`src/rtl/heat_zone_controller.sv`:
```
// heat_zone_controller
//
// Multi-zone heating controller. It holds one registered operating mode
// (OFF, COMFORT, ECO, FROST). For each zone it runs a hysteresis thermostat
// with minimum-on and minimum-off dwell timers, and it drives one heater
// valve per zone plus a boiler request.
//
// Ports:
//   clk          system clock, all state changes on the rising edge
//   rst          synchronous active-high reset
//   mode_sel     requested mode: 0=OFF, 1=COMFORT, 2=ECO, 3=FROST
//   mode_load    capture mode_sel into active_mode
//   zone_en      per-zone enable; a disabled zone behaves as mode OFF
//   zone_temp    packed zone temperatures, zone i at [i*TEMP_W +: TEMP_W]
//   active_mode  registered current mode
//   mode_changed one-cycle pulse when active_mode takes a different value
//   heater_on    registered per-zone heater command
//   boiler_req   OR of heater_on
module heat_zone_controller #(
    parameter int unsigned NUM_ZONES   = 4,
    parameter int unsigned TEMP_W      = 8,
    parameter int unsigned HYST        = 2,
    parameter int unsigned SP_COMFORT  = 44,
    parameter int unsigned SP_ECO      = 36,
    parameter int unsigned SP_FROST    = 14,
    parameter int unsigned MIN_ON_CYC  = 16,
    parameter int unsigned MIN_OFF_CYC = 16
) (
    input  logic                        clk,
    input  logic                        rst,
    input  logic [1:0]                  mode_sel,
    input  logic                        mode_load,
    input  logic [NUM_ZONES-1:0]        zone_en,
    input  logic [NUM_ZONES*TEMP_W-1:0] zone_temp,
    output logic [1:0]                  active_mode,
    output logic                        mode_changed,
    output logic [NUM_ZONES-1:0]        heater_on,
    output logic                        boiler_req
);

    localparam int unsigned MAX_CYC = (MIN_ON_CYC > MIN_OFF_CYC) ? MIN_ON_CYC : MIN_OFF_CYC;
    // A one-cycle dwell still needs a 1-bit counter that holds 0.
    localparam int unsigned CNT_W = (MAX_CYC > 1) ? $clog2(MAX_CYC) : 1;
    localparam logic [CNT_W-1:0] ON_LOAD  = CNT_W'(MIN_ON_CYC - 1);
    localparam logic [CNT_W-1:0] OFF_LOAD = CNT_W'(MIN_OFF_CYC - 1);
    localparam longint unsigned T_MAX = (64'd1 << TEMP_W) - 64'd1;

    // Lower threshold, saturating at zero.
    function automatic logic [TEMP_W-1:0] lo_of(input int unsigned sp);
        if (sp > HYST) begin
            return TEMP_W'(sp - HYST);
        end
        return '0;
    endfunction

    // Upper threshold, saturating at the top of the temperature range.
    function automatic logic [TEMP_W-1:0] hi_of(input int unsigned sp);
        longint unsigned s;
        s = 64'(sp) + 64'(HYST);
        if (s > T_MAX) begin
            return TEMP_W'(T_MAX);
        end
        return TEMP_W'(s);
    endfunction

    localparam logic [TEMP_W-1:0] LO_COMFORT = lo_of(SP_COMFORT);
    localparam logic [TEMP_W-1:0] HI_COMFORT = hi_of(SP_COMFORT);
    localparam logic [TEMP_W-1:0] LO_ECO     = lo_of(SP_ECO);
    localparam logic [TEMP_W-1:0] HI_ECO     = hi_of(SP_ECO);
    localparam logic [TEMP_W-1:0] LO_FROST   = lo_of(SP_FROST);
    localparam logic [TEMP_W-1:0] HI_FROST   = hi_of(SP_FROST);

    typedef enum logic [1:0] {
        StOffReady,
        StOnHold,
        StOnReady,
        StOffHold
    } zone_state_e;

    logic [TEMP_W-1:0] lo_thr;
    logic [TEMP_W-1:0] hi_thr;

    // Mode register.
    always_ff @(posedge clk) begin
        if (rst) begin
            active_mode  <= 2'd0;
            mode_changed <= 1'b0;
        end else if (mode_load) begin
            active_mode  <= mode_sel;
            mode_changed <= (mode_sel != active_mode);
        end else begin
            mode_changed <= 1'b0;
        end
    end

    // OFF has no setpoint; every zone is forced off then, so the values are don't-care.
    always_comb begin
        lo_thr = '0;
        hi_thr = '1;
        case (active_mode)
            2'd1: begin
                lo_thr = LO_COMFORT;
                hi_thr = HI_COMFORT;
            end
            2'd2: begin
                lo_thr = LO_ECO;
                hi_thr = HI_ECO;
            end
            2'd3: begin
                lo_thr = LO_FROST;
                hi_thr = HI_FROST;
            end
            default: begin
                lo_thr = '0;
                hi_thr = '1;
            end
        endcase
    end

    for (genvar i = 0; i < NUM_ZONES; i++) begin : g_zone
        zone_state_e       state;
        logic [CNT_W-1:0]  timer;
        logic              heat;
        logic [TEMP_W-1:0] temp;
        logic              forced;

        assign temp         = zone_temp[i*TEMP_W +: TEMP_W];
        assign forced       = (active_mode == 2'd0) || !zone_en[i];
        assign heater_on[i] = heat;

        // On the edge where a hold timer expires the ready-state decision is
        // taken as well, so each dwell lasts exactly MIN_*_CYC cycles.
        always_ff @(posedge clk) begin
            if (rst) begin
                state <= StOffReady;
                timer <= '0;
                heat  <= 1'b0;
            end else begin
                case (state)
                    StOffReady: begin
                        if (!forced && (temp < lo_thr)) begin
                            state <= StOnHold;
                            heat  <= 1'b1;
                            timer <= ON_LOAD;
                        end
                    end
                    StOnHold: begin
                        if (forced) begin
                            // Safety: forced off overrides the min-on dwell.
                            state <= StOffHold;
                            heat  <= 1'b0;
                            timer <= OFF_LOAD;
                        end else if (timer == '0) begin
                            if (temp >= hi_thr) begin
                                state <= StOffHold;
                                heat  <= 1'b0;
                                timer <= OFF_LOAD;
                            end else begin
                                state <= StOnReady;
                            end
                        end else begin
                            timer <= timer - 1'b1;
                        end
                    end
                    StOnReady: begin
                        if (forced || (temp >= hi_thr)) begin
                            state <= StOffHold;
                            heat  <= 1'b0;
                            timer <= OFF_LOAD;
                        end
                    end
                    StOffHold: begin
                        // Min-off is never overridden.
                        if (timer == '0) begin
                            if (!forced && (temp < lo_thr)) begin
                                state <= StOnHold;
                                heat  <= 1'b1;
                                timer <= ON_LOAD;
                            end else begin
                                state <= StOffReady;
                            end
                        end else begin
                            timer <= timer - 1'b1;
                        end
                    end
                    default: begin
                        state <= StOffReady;
                        heat  <= 1'b0;
                        timer <= '0;
                    end
                endcase
            end
        end
    end

    assign boiler_req = |heater_on;

endmodule
```
`config.mk`:
```
export PLATFORM = sky130hd
export DESIGN_NAME = heat_zone_controller
export DESIGN_NICKNAME = d
export VERILOG_FILES = /design/src/rtl/heat_zone_controller.sv
export SDC_FILE = /design/constraint.sdc
export NUM_CORES = 1
export LEC_CHECK = 0
export CAP_MARGIN = 20
export CELL_PAD_IN_SITES_DETAIL_PLACEMENT = 2
export CELL_PAD_IN_SITES_GLOBAL_PLACEMENT = 2
export CORE_MARGIN = 3
export CORE_UTILIZATION = 30
export CTS_CLUSTER_DIAMETER = 120
export DETAILED_ROUTE_END_ITERATION = 10
export GPL_TIMING_DRIVEN = 0
export PLACE_DENSITY = 0.8
export SLEW_MARGIN = 10
export SYNTH_ARGS = -nofsm -noshare
export SYNTH_HDL_FRONTEND = slang
export SYNTH_SLANG_ARGS = --single-unit
```
`constraint.sdc`:
```
create_clock -name clk -period 2.43 [get_ports clk]
set_input_delay 0.6075 -clock clk [delete_from_list [all_inputs] [get_ports clk]]
set_output_delay 0.6075 -clock clk [all_outputs]
set_load 0.05 [all_outputs]
```
; Word-level counts from Yosys, hierarchy flattened
; Cells that the tools add are included.
; Widths: inputs -> output; s select.
[word_totals]
regBits = 31
inputBits = 41
output_inout_bits = 8
elab_cells = 200
[classes]
n_eq_ne = 40
order_cmp = 8
add_sub_neg = 4
reduce_logical = 43
n_bitwise = 1
n_mux = 90
[op_table]
columns = cell, n
row1 = $mux 4, 24
row2 = $pmux 4 s4, 4
row3 = $mux 2, 20
row4 = $ge 8x8->1, 4
row5 = $lt 8x8->1, 4
row6 = $mux 1, 32
row7 = $pmux 2 s4, 4
row8 = $reduce_and 4->1, 8
row9 = $ne 2x2->1 const B, 12
row10 = $ne 3x3->1 const B, 8
row11 = $pmux 8 s3, 1
row12 = $eq 2x2->1 const B, 10
row13 = $pmux 6 s3, 1
row14 = $logic_not 4->1, 4
row15 = $ne 4x4->1 const B, 4
row16 = $pmux 1 s4, 4
row17 = $sub 4x1->4 const B, 4
row18 = $eq 2x1->1 const B, 5
row19 = $logic_not 2->1, 5
row20 = $logic_not 1->1, 8
row21 = $logic_or 1x1->1, 8
row22 = $reduce_and 2->1, 4
row23 = $logic_and 1x1->1, 4
row24 = $reduce_or 4->1, 1
row25 = 3 further kinds, 3

; Longest topological paths before layout
; Gate-level depths: netlist of the first run.
[depth]
depth_word = 7
depth_mapped = 11
ltp_nobuf = 11

; Least setup slack after synthesis of the first run
; OpenSTA, ideal clock, no wires.
[synth_timing]
path_kind = register to register
startpoint = reg active_mode[1]
endpoint = reg g_zone[3].state[0]
path_stages_with_launch = 12
arrival_time_ps = 2992
setup_time_ps = 128
period_less_slack_ps = 3119
setup_slack_ps = -689
required_ps = 2302
n_path_buf = 0
path_cell_list = dfxtp_1 > inv_1 > ha_1 > inv_1 > o21ai_0 > ha_1 > a211o_1 > a31oi_1 > o21ai_1 > a221oi_2 > mux2i_1 > nor2_1
[synth_via]
elab_chain_cells = 7
word_cells_on_any_way = 22
cone_classes = 2 x order compare / 6 x eq/ne / 8 x mux / 6 x reduce/logical
[synth_lines]
columns = element, line_no
row1 = "start, declared", 35  ; output logic [1:0] active_mode,
row2 = "start signal, assigned", 89  ; active_mode <= mode_sel;
row3 = $eq 2x2->1 (tied with other cells), 100  ; case (active_mode)
row4 = $pmux 8 s3 (tied with other cells), 100
row5 = $ge 8x8->1 (tied with other cells), "154, 166"
row6 = $mux 1 / $logic_and 1x1->1 (equally long branches), "154, 141, 175"
row7 = $mux 2 / $mux 1 (equally long branches), "153, 175"
row8 = "$mux 2, on equally long branches", "148, 174"
row9 = $pmux 2 s4, 139  ; case (state)
row10 = "end signal, assigned", 142  ; state <= StOnHold;
row11 = "end signal, assigned", 150  ; state <= StOffHold;
row12 = "end signal, assigned", 155  ; state <= StOffHold;
row13 = "end, declared", 121  ; zone_state_e state;
; Parallel ways exist; a longest one is shown, timed or not. The select of a mux whose other input is x is not followed.
; A chain may end at the register's enable or synchronous reset.

; Worst setup path in the final report of the first run
[layout_timing]
startpoint = reg active_mode[1]
endpoint = reg g_zone[1].state[0]
[layout_via]
elab_chain_cells = 7
word_cells_on_any_way = 22
cone_classes = 2 x order compare / 6 x eq/ne / 8 x mux / 6 x reduce/logical
[layout_lines]
columns = element, line_no
row1 = $eq 2x2->1 (tied with other cells), 100
row2 = $pmux 8 s3 (tied with other cells), 100
row3 = $ge 8x8->1 (tied with other cells), "154, 166"
row4 = $mux 1 / $logic_and 1x1->1 (equally long branches), "154, 141, 175"
row5 = $mux 2 / $mux 1 (equally long branches), "153, 175"
row6 = "$mux 2, on equally long branches", "148, 174"
row7 = $pmux 2 s4, 139
row8 = "end signal, assigned", 142
row9 = "end signal, assigned", 150
row10 = "end signal, assigned", 155
row11 = "end, declared", 121
; Parallel ways exist; a longest one is shown, timed or not. The select of a mux whose other input is x is not followed.

==> results of run 1 <==
[state kept, by name (all words and copies together), names as in the netlist]
name and count:
active_mode 2, g_zone.heat 4, g_zone.state 8, g_zone.timer 16, mode_changed 1
[logic make-up after synthesis]
kind of cell / Yosys count
AND/OR/NAND/NOR: 133
AO/OA/AOI/OAI: 130
adder cells (fa/ha/maj): 72
buffers and inverters: 50
flip-flops: 31
multiplexers: 7
XOR/XNOR: 6
[worst max-delay path, stage by stage, from the launching register on]
cell and delay (ps):
dfxtp_4 400, ha_4 200, clkinvlp_4 170, buf_4 190, ha_4 230, nand2b_4 150
o221ai_4 200, a21oi_4 130, buf_4 160, nor2b_1 260, a21oi_1 110, a311oi_1 460
[what timing repair did]
item	CTS	global route
setup buffers	28	25
gates resized for setup	53	65
pin swaps	22	31
setup endpoints to repair	29	27
[synthesized netlist by cell type (all sizes together) (3+ instances only)]
cell type / number
a21oi: 41
nor2: 45
mux2i: 7
dfxtp: 31
nor4: 6
o21ai: 16
o31ai: 3
nand2: 32
a21boi: 5
o221ai: 6
clkbuf: 3
a221oi: 7
o211ai: 10
a31oi: 5
nor3: 7
a311oi: 3
xnor2: 6
a21o: 5
buf: 5
ha: 72
nor2b: 13
o21a: 4
and2: 4
nand2b: 12
a211oi: 6
inv: 42
[final timing paths]
| kind | start | to | slack, ps | depth (start not counted) |
|---|---|---|---|---|
| min | g_zone[3].timer[1] | g_zone[3].timer[1] | 490 | 2 |
| max | active_mode[1] | g_zone[1].state[0] | -390 | 11 |
| max reg2reg | active_mode[1] | g_zone[1].state[0] | -390 | 11 |
| min reg2reg | g_zone[3].timer[1] | g_zone[3].timer[1] | 490 | 2 |
[stage by stage]
stage,power [W],setup slack [ps],TNS (ps)
2_1_floorplan,0.002203,13.73,0
3_3_place_gp,0.002642,-509.2,-9322
3_5_place_dp,0.002747,-571.2,-10950
4_1_cts,0.003586,-50.07,-180.2
5_1_grt,0.004446,-454.2,-6027
6_report,0.004205,-390.6,-4092
[layout make-up]
type | count | area, sq um
Clock buffer | 7 | 152.6
Tap cell | 140 | 175.2
Fill cell | 1140 | 5689
Multi-Input combinational cell | 348 | 3229
Buffer | 8 | 45.04
Sequential cell | 31 | 628.1
Clock inverter | 1 | 7.507
Timing Repair Buffer | 100 | 923.4
Inverter | 42 | 180.2
[layer usage]
metal | global-route usage | up-vias | share of wire | wire length, um
met3 | 0.03209 | 62 | 0.033 | 626
met1 | 0.2515 | 2003 | 0.38 | 7187
met5 | 0 | - | 0 | 0
met2 | 0.4372 | 109 | 0.53 | 10040
li1 | - | 1767 | - | -
met4 | 0.08894 | 0 | 0.049 | 928
[report_power, final]
group	internal [W]	leakage, nW	switching (W)	total, W
clock	0.000436	0.0761	0.000268	0.000704
sequential	0.000642	0.254	0.000180	0.000822
combinational	0.00109	1.81	0.00159	0.00268
total	0.00216	2.14	0.00204	0.00420
==> run_results.csv, run 1 <==
group,metric,value,unit
outcome,status,"complete, but fails checks",
outcome,violations,"negative setup slack",
drt,postRouteWirelength,18780,um
timing,fmax,354.5,MHz
synth,ys_warn_count,0,
setup_path,path_class,"reg -> reg",
timing,finClkSkew,2.584,ps
clock_network,cts_made_buffers,5,
setup_path,critical_path_required,2570,ps
pwr,power_density,787.2,mW/mm^2
floorplan,die-area,0.01281,sq mm
synth,synth_fa_ha_area_frac,0.2613,
min_path,hold_path_class,"reg -> reg",
synth,netlist_top_cells_area,"ha_1 (26%), dfxtp_1 (18%), a21oi_1 (6.0%)",
synth,yosysTopAreaCell,"ha_1",
clock_network,cts_hold_buf,0,
placement,dpl_cell_area,0.004139,sq mm
synth,synthesis.area,0.003447,sq mm
clock_network,clk_latency,290,ps
timing,worst_slack,-390.6,ps
grt,grt_max_degree,11,
floorplan,boundaryPins,49,
grt,track_usage,0.2285,
synth,synth_xor_xnor_area_share,0.01525,
finish,layout_commonest_cell,"ha_1",
clock_network,clock_path_buffers,2,
setup_path,critPathMaxFanout,4,
synth,synthFlopType,"dfxtp_1",
finish,drive_gt1_frac,0.3017,
synth,synth_edf_count,0,
clock_network,clkTransAtPathRegs,60,ps
clock_network,cts.sinks,31,
synth,synth_simple_gate_area_share,0.1913,
finish,layout.cells.non_filler,677,
synth,synth_compound_area_frac,0.2730,
synth,synthArstFlopShare,0,
grt,first_global_vias,4250,
drt,wl_per_cell,27.74,um
drt,vias_per_cell,5.821,
placement,place_congestion,0.8451,
grt,grt_pass1_wl,22960,um
floorplan,core_area,0.01103,sq mm
drt,via_count,3941,
pwr,ir_drop,317.7,uV
placement,dp.cells,616,
drt,drtPass1Iterations,4,
floorplan,die_w,113.2,um
synth,synthMuxAreaShare,0.02033,
drt,drt_iter0_drc,134,
timing,slew_headroom,0.4497,
setup_path,start_kind,"register",
finish,synthToLayoutAreaGrowth,54.95,%
placement,io_buffer_count,47,
synth,syn_avg_cell_area,8.035,sq um
timing,period_needed,2821,ps
timing,worstMarginPinSlew,818.1,ps
timing,final-setup-viol-count,26,
grt,grt-ovfl-total,0,
timing,hold_violations,0,
synth,synth.distinct_cells,59,
synth,synth_seq_cells,31,
finish,nets,649,
finish,antennaDiodeCount,0,
job,max_cap_viol_count,0,
pwr,total_leakage_power,2.137,nW
grt,antenna_found_initial,0,
timing,slew_viol_final,0,
synth,synth_top_area_share,0.2613,
clock_network,cts_tree,"built",
synth,ys_seq_area_frac,0.1800,
setup_path,endpoint_kind,"register",
floorplan,num_rows,38,
clock_network,cts_root_buf,"clkbuf_16",
synth,synth_top_family_by_area,"compound AO/OA/AOI/OAI gates",
setup_path,arrival,2960,ps
finish,design_area,0.005341,sq mm
timing,whs,493.8,ps
floorplan,die_h,113.2,um
timing,rsz0062_at_grt,"yes",
placement,hpwl,9501,um
synth,netlist_instances,429,
timing,fin_crit_sh,1.161,
finish,final_util,0.4842,
drt,drc,0,
floorplan,start_util,0.3125,
finish,final_cell_mix,"ha_1 (57), buf_4 (48), clkdlybuf4s50_1 (40)",
clock_network,htreeDepth,2,
drt,ant_nets,0,
synth,synthesis.nets,542,
Power figures use the tool's default switching activity.
==> run 2, diff against run 1 <==
--- a/config.mk
+++ b/config.mk
@@ -13,7 +13,8 @@
 export CTS_CLUSTER_DIAMETER = 120
 export DETAILED_ROUTE_END_ITERATION = 10
 export GPL_TIMING_DRIVEN = 0
-export PLACE_DENSITY = 0.8
+export PLACE_DENSITY = 0.78
+export SKIP_CTS_REPAIR_TIMING = 1
 export SLEW_MARGIN = 10
 export SYNTH_ARGS = -nofsm -noshare
 export SYNTH_HDL_FRONTEND = slang
==> run 2 against run 1 <==
The flow still finishes with violations (negative setup slack). Critical path depth shrank 3. Register-to-register slack improved by 90 ps. Utilization shrank 2.0 points. First-iteration DRC count shrank 47%. Clock skew is 5.2 ps higher. Die area stayed put. Global-route usage down 3.4 points. Combinational power down 6%. Hold slack better by 4.7 ps. Via count is 4.1% lower. Critical path type is now in -> reg.
==> run_results.csv, run 2 (synthesis results as in run 1) <==
group,metric,value,unit
finish,fillers,1190,
timing,worstMarginPinSlew,778.4,ps
finish,largest_reg_flops,16,
clock_network,htreeDepth,2,
timing,period_needed,2732,ps
drt,drtPass1Iterations,4,
clock_network,clkTransAtPathRegs,60,ps
min_path,hold_path_class,"reg -> reg",
setup_path,cp_top_family,"compound AO/OA/AOI/OAI gates",
setup_path,critPathBufInv,1,
finish,synthToLayoutAreaGrowth,48.42,%
floorplan,die_w,113.2,um
clock_network,clk_latency,290,ps
finish,nets,629,
timing,slew_headroom,0.4764,
outcome,violations,"negative setup slack",
setup_path,endpoint_kind,"register",
pwr,total_leakage_power,2.056,nW
job,max_cap_viol_count,0,
setup_path,critPathMaxFanout,6,
setup_path,cpMaxStageDelayCell,"clkdlybuf4s50_1",
clock_network,clock_path_buffers,2,
clock_network,cts_tree,"built",
timing,fmax,366.0,MHz
timing,rsz0062_at_grt,"yes",
floorplan,die_h,113.2,um
drt,drt_iter0_drc,71,
finish,layout_commonest_cell,"ha_1",
setup_path,arrival,2890,ps
drt,vias_per_cell,5.752,
timing,whs,498.5,ps
clock_network,cts.sinks,31,
drt,ant_nets,0,
placement,dpl_cell_area,0.004139,sq mm
floorplan,num_rows,38,
pwr,report.power.total,0.004072,W
grt,first_global_vias,3959,
finish,largest_register,"g_zone.timer",
floorplan,die-area,0.01281,sq mm
placement,io_buffer_count,47,
pwr,power_density,795.9,mW/mm^2
grt,grt_pass1_wl,20140,um
finish,seq_area,628.1,sq um
finish,final_util,0.4638,
timing,worst_slack,-302.1,ps
finish,final_cell_mix,"ha_1 (59), nor2_1 (44), clkdlybuf4s50_1 (40)",
floorplan,core_area,0.01103,sq mm
timing,slew_viol_final,0,
finish,multi_input_area,0.003168,sq mm
outcome,status,"complete, but fails checks",
drt,via_count,3779,
drt,drc,0,
clock_network,cts_made_buffers,5,
timing,tns,-2739,ps
finish,design_area,0.005116,sq mm
floorplan,boundaryPins,49,
grt,track_usage,0.1947,
drt,postRouteWirelength,16350,um
finish,top_regs,"g_zone.timer: 16 flops, g_zone.state: 8 flops, g_zone.heat: 4 flops",
setup_path,path_class,"in -> reg",
finish,antennaDiodeCount,0,
timing,hold_violations,0,
finish,drive_gt1_frac,0.2418,
placement,place_congestion,0.8051,
floorplan,start_util,0.3125,
grt,grt_max_degree,15,
grt,grt-ovfl-total,0,
timing,final-setup-viol-count,23,
pwr,ir_drop,382.7,uV
setup_path,critical_path_required,2590,ps
setup_path,critPathMaxStageDelay,490,ps
timing,finClkSkew,7.755,ps
timing,fin_crit_sh,1.124,
setup_path,start_kind,"primary input",
setup_path,cp_cell_sequence,"clkdlybuf4s50_1, ha_1, nand2b_1, o221ai_2, a21oi_4, a221oi_4, mux2i_1, nor2_1",
placement,hpwl,9793,um
grt,antenna_found_initial,0,
clock_network,cts_root_buf,"clkbuf_16",
drt,wl_per_cell,24.88,um
run 2: per-stage QoR:
step	cells	worst slack, ps
finish	657	-302.1
global route	657	-395.1
CTS	624	-524.4
detailed placement	616	-555.3
global placement	616	-465.6
floorplan	429	13.73
run 2: final timing paths:
path | from | to | slack, ps | cells after the start
setup / recovery | zone_temp[26] | g_zone[3].state[0] | -300 | 8
hold / removal | g_zone[3].timer[0] | g_zone[3].timer[0] | 500 | 2
setup reg to reg | active_mode[0] | g_zone[3].state[0] | -300 | 9
hold reg to reg | g_zone[3].timer[0] | g_zone[3].timer[0] | 500 | 2
run 2: final cells by class:
cell class	instances	share of cell area
Sequential cell	31	0.1228
Clock inverter	3	0.007581
Buffer	8	0.008804
Tap cell	140	0.03424
Clock buffer	5	0.02446
Multi-Input combinational cell	348	0.6192
Timing Repair Buffer	80	0.1467
Inverter	42	0.03619
run 2: where the power goes:
group / switching [W] / total (W) / internal [W] / leakage [nW]
clock network: 0.000268 / 0.000747 / 0.000479 / 0.0812
logic: 0.00148 / 0.00251 / 0.00103 / 1.72
registers: 0.000173 / 0.000815 / 0.000643 / 0.254
run 2: per-layer routing:
metal | vias up | share of wire | global-route usage
met3 | 44 | 0.032 | 0.02567
li1 | 1739 | - | -
met2 | 88 | 0.54 | 0.3630
met4 | 0 | 0.034 | 0.04327
met5 | - | 0 | 0
met1 | 1908 | 0.39 | 0.2364
run 2: tightest hold or removal path: cells and delay by family, from the launching register on:
kind,cells,cell delay (ps)
buffers and inverters,1,70
flip-flops,1,320
AO/OA/AOI/OAI,1,60
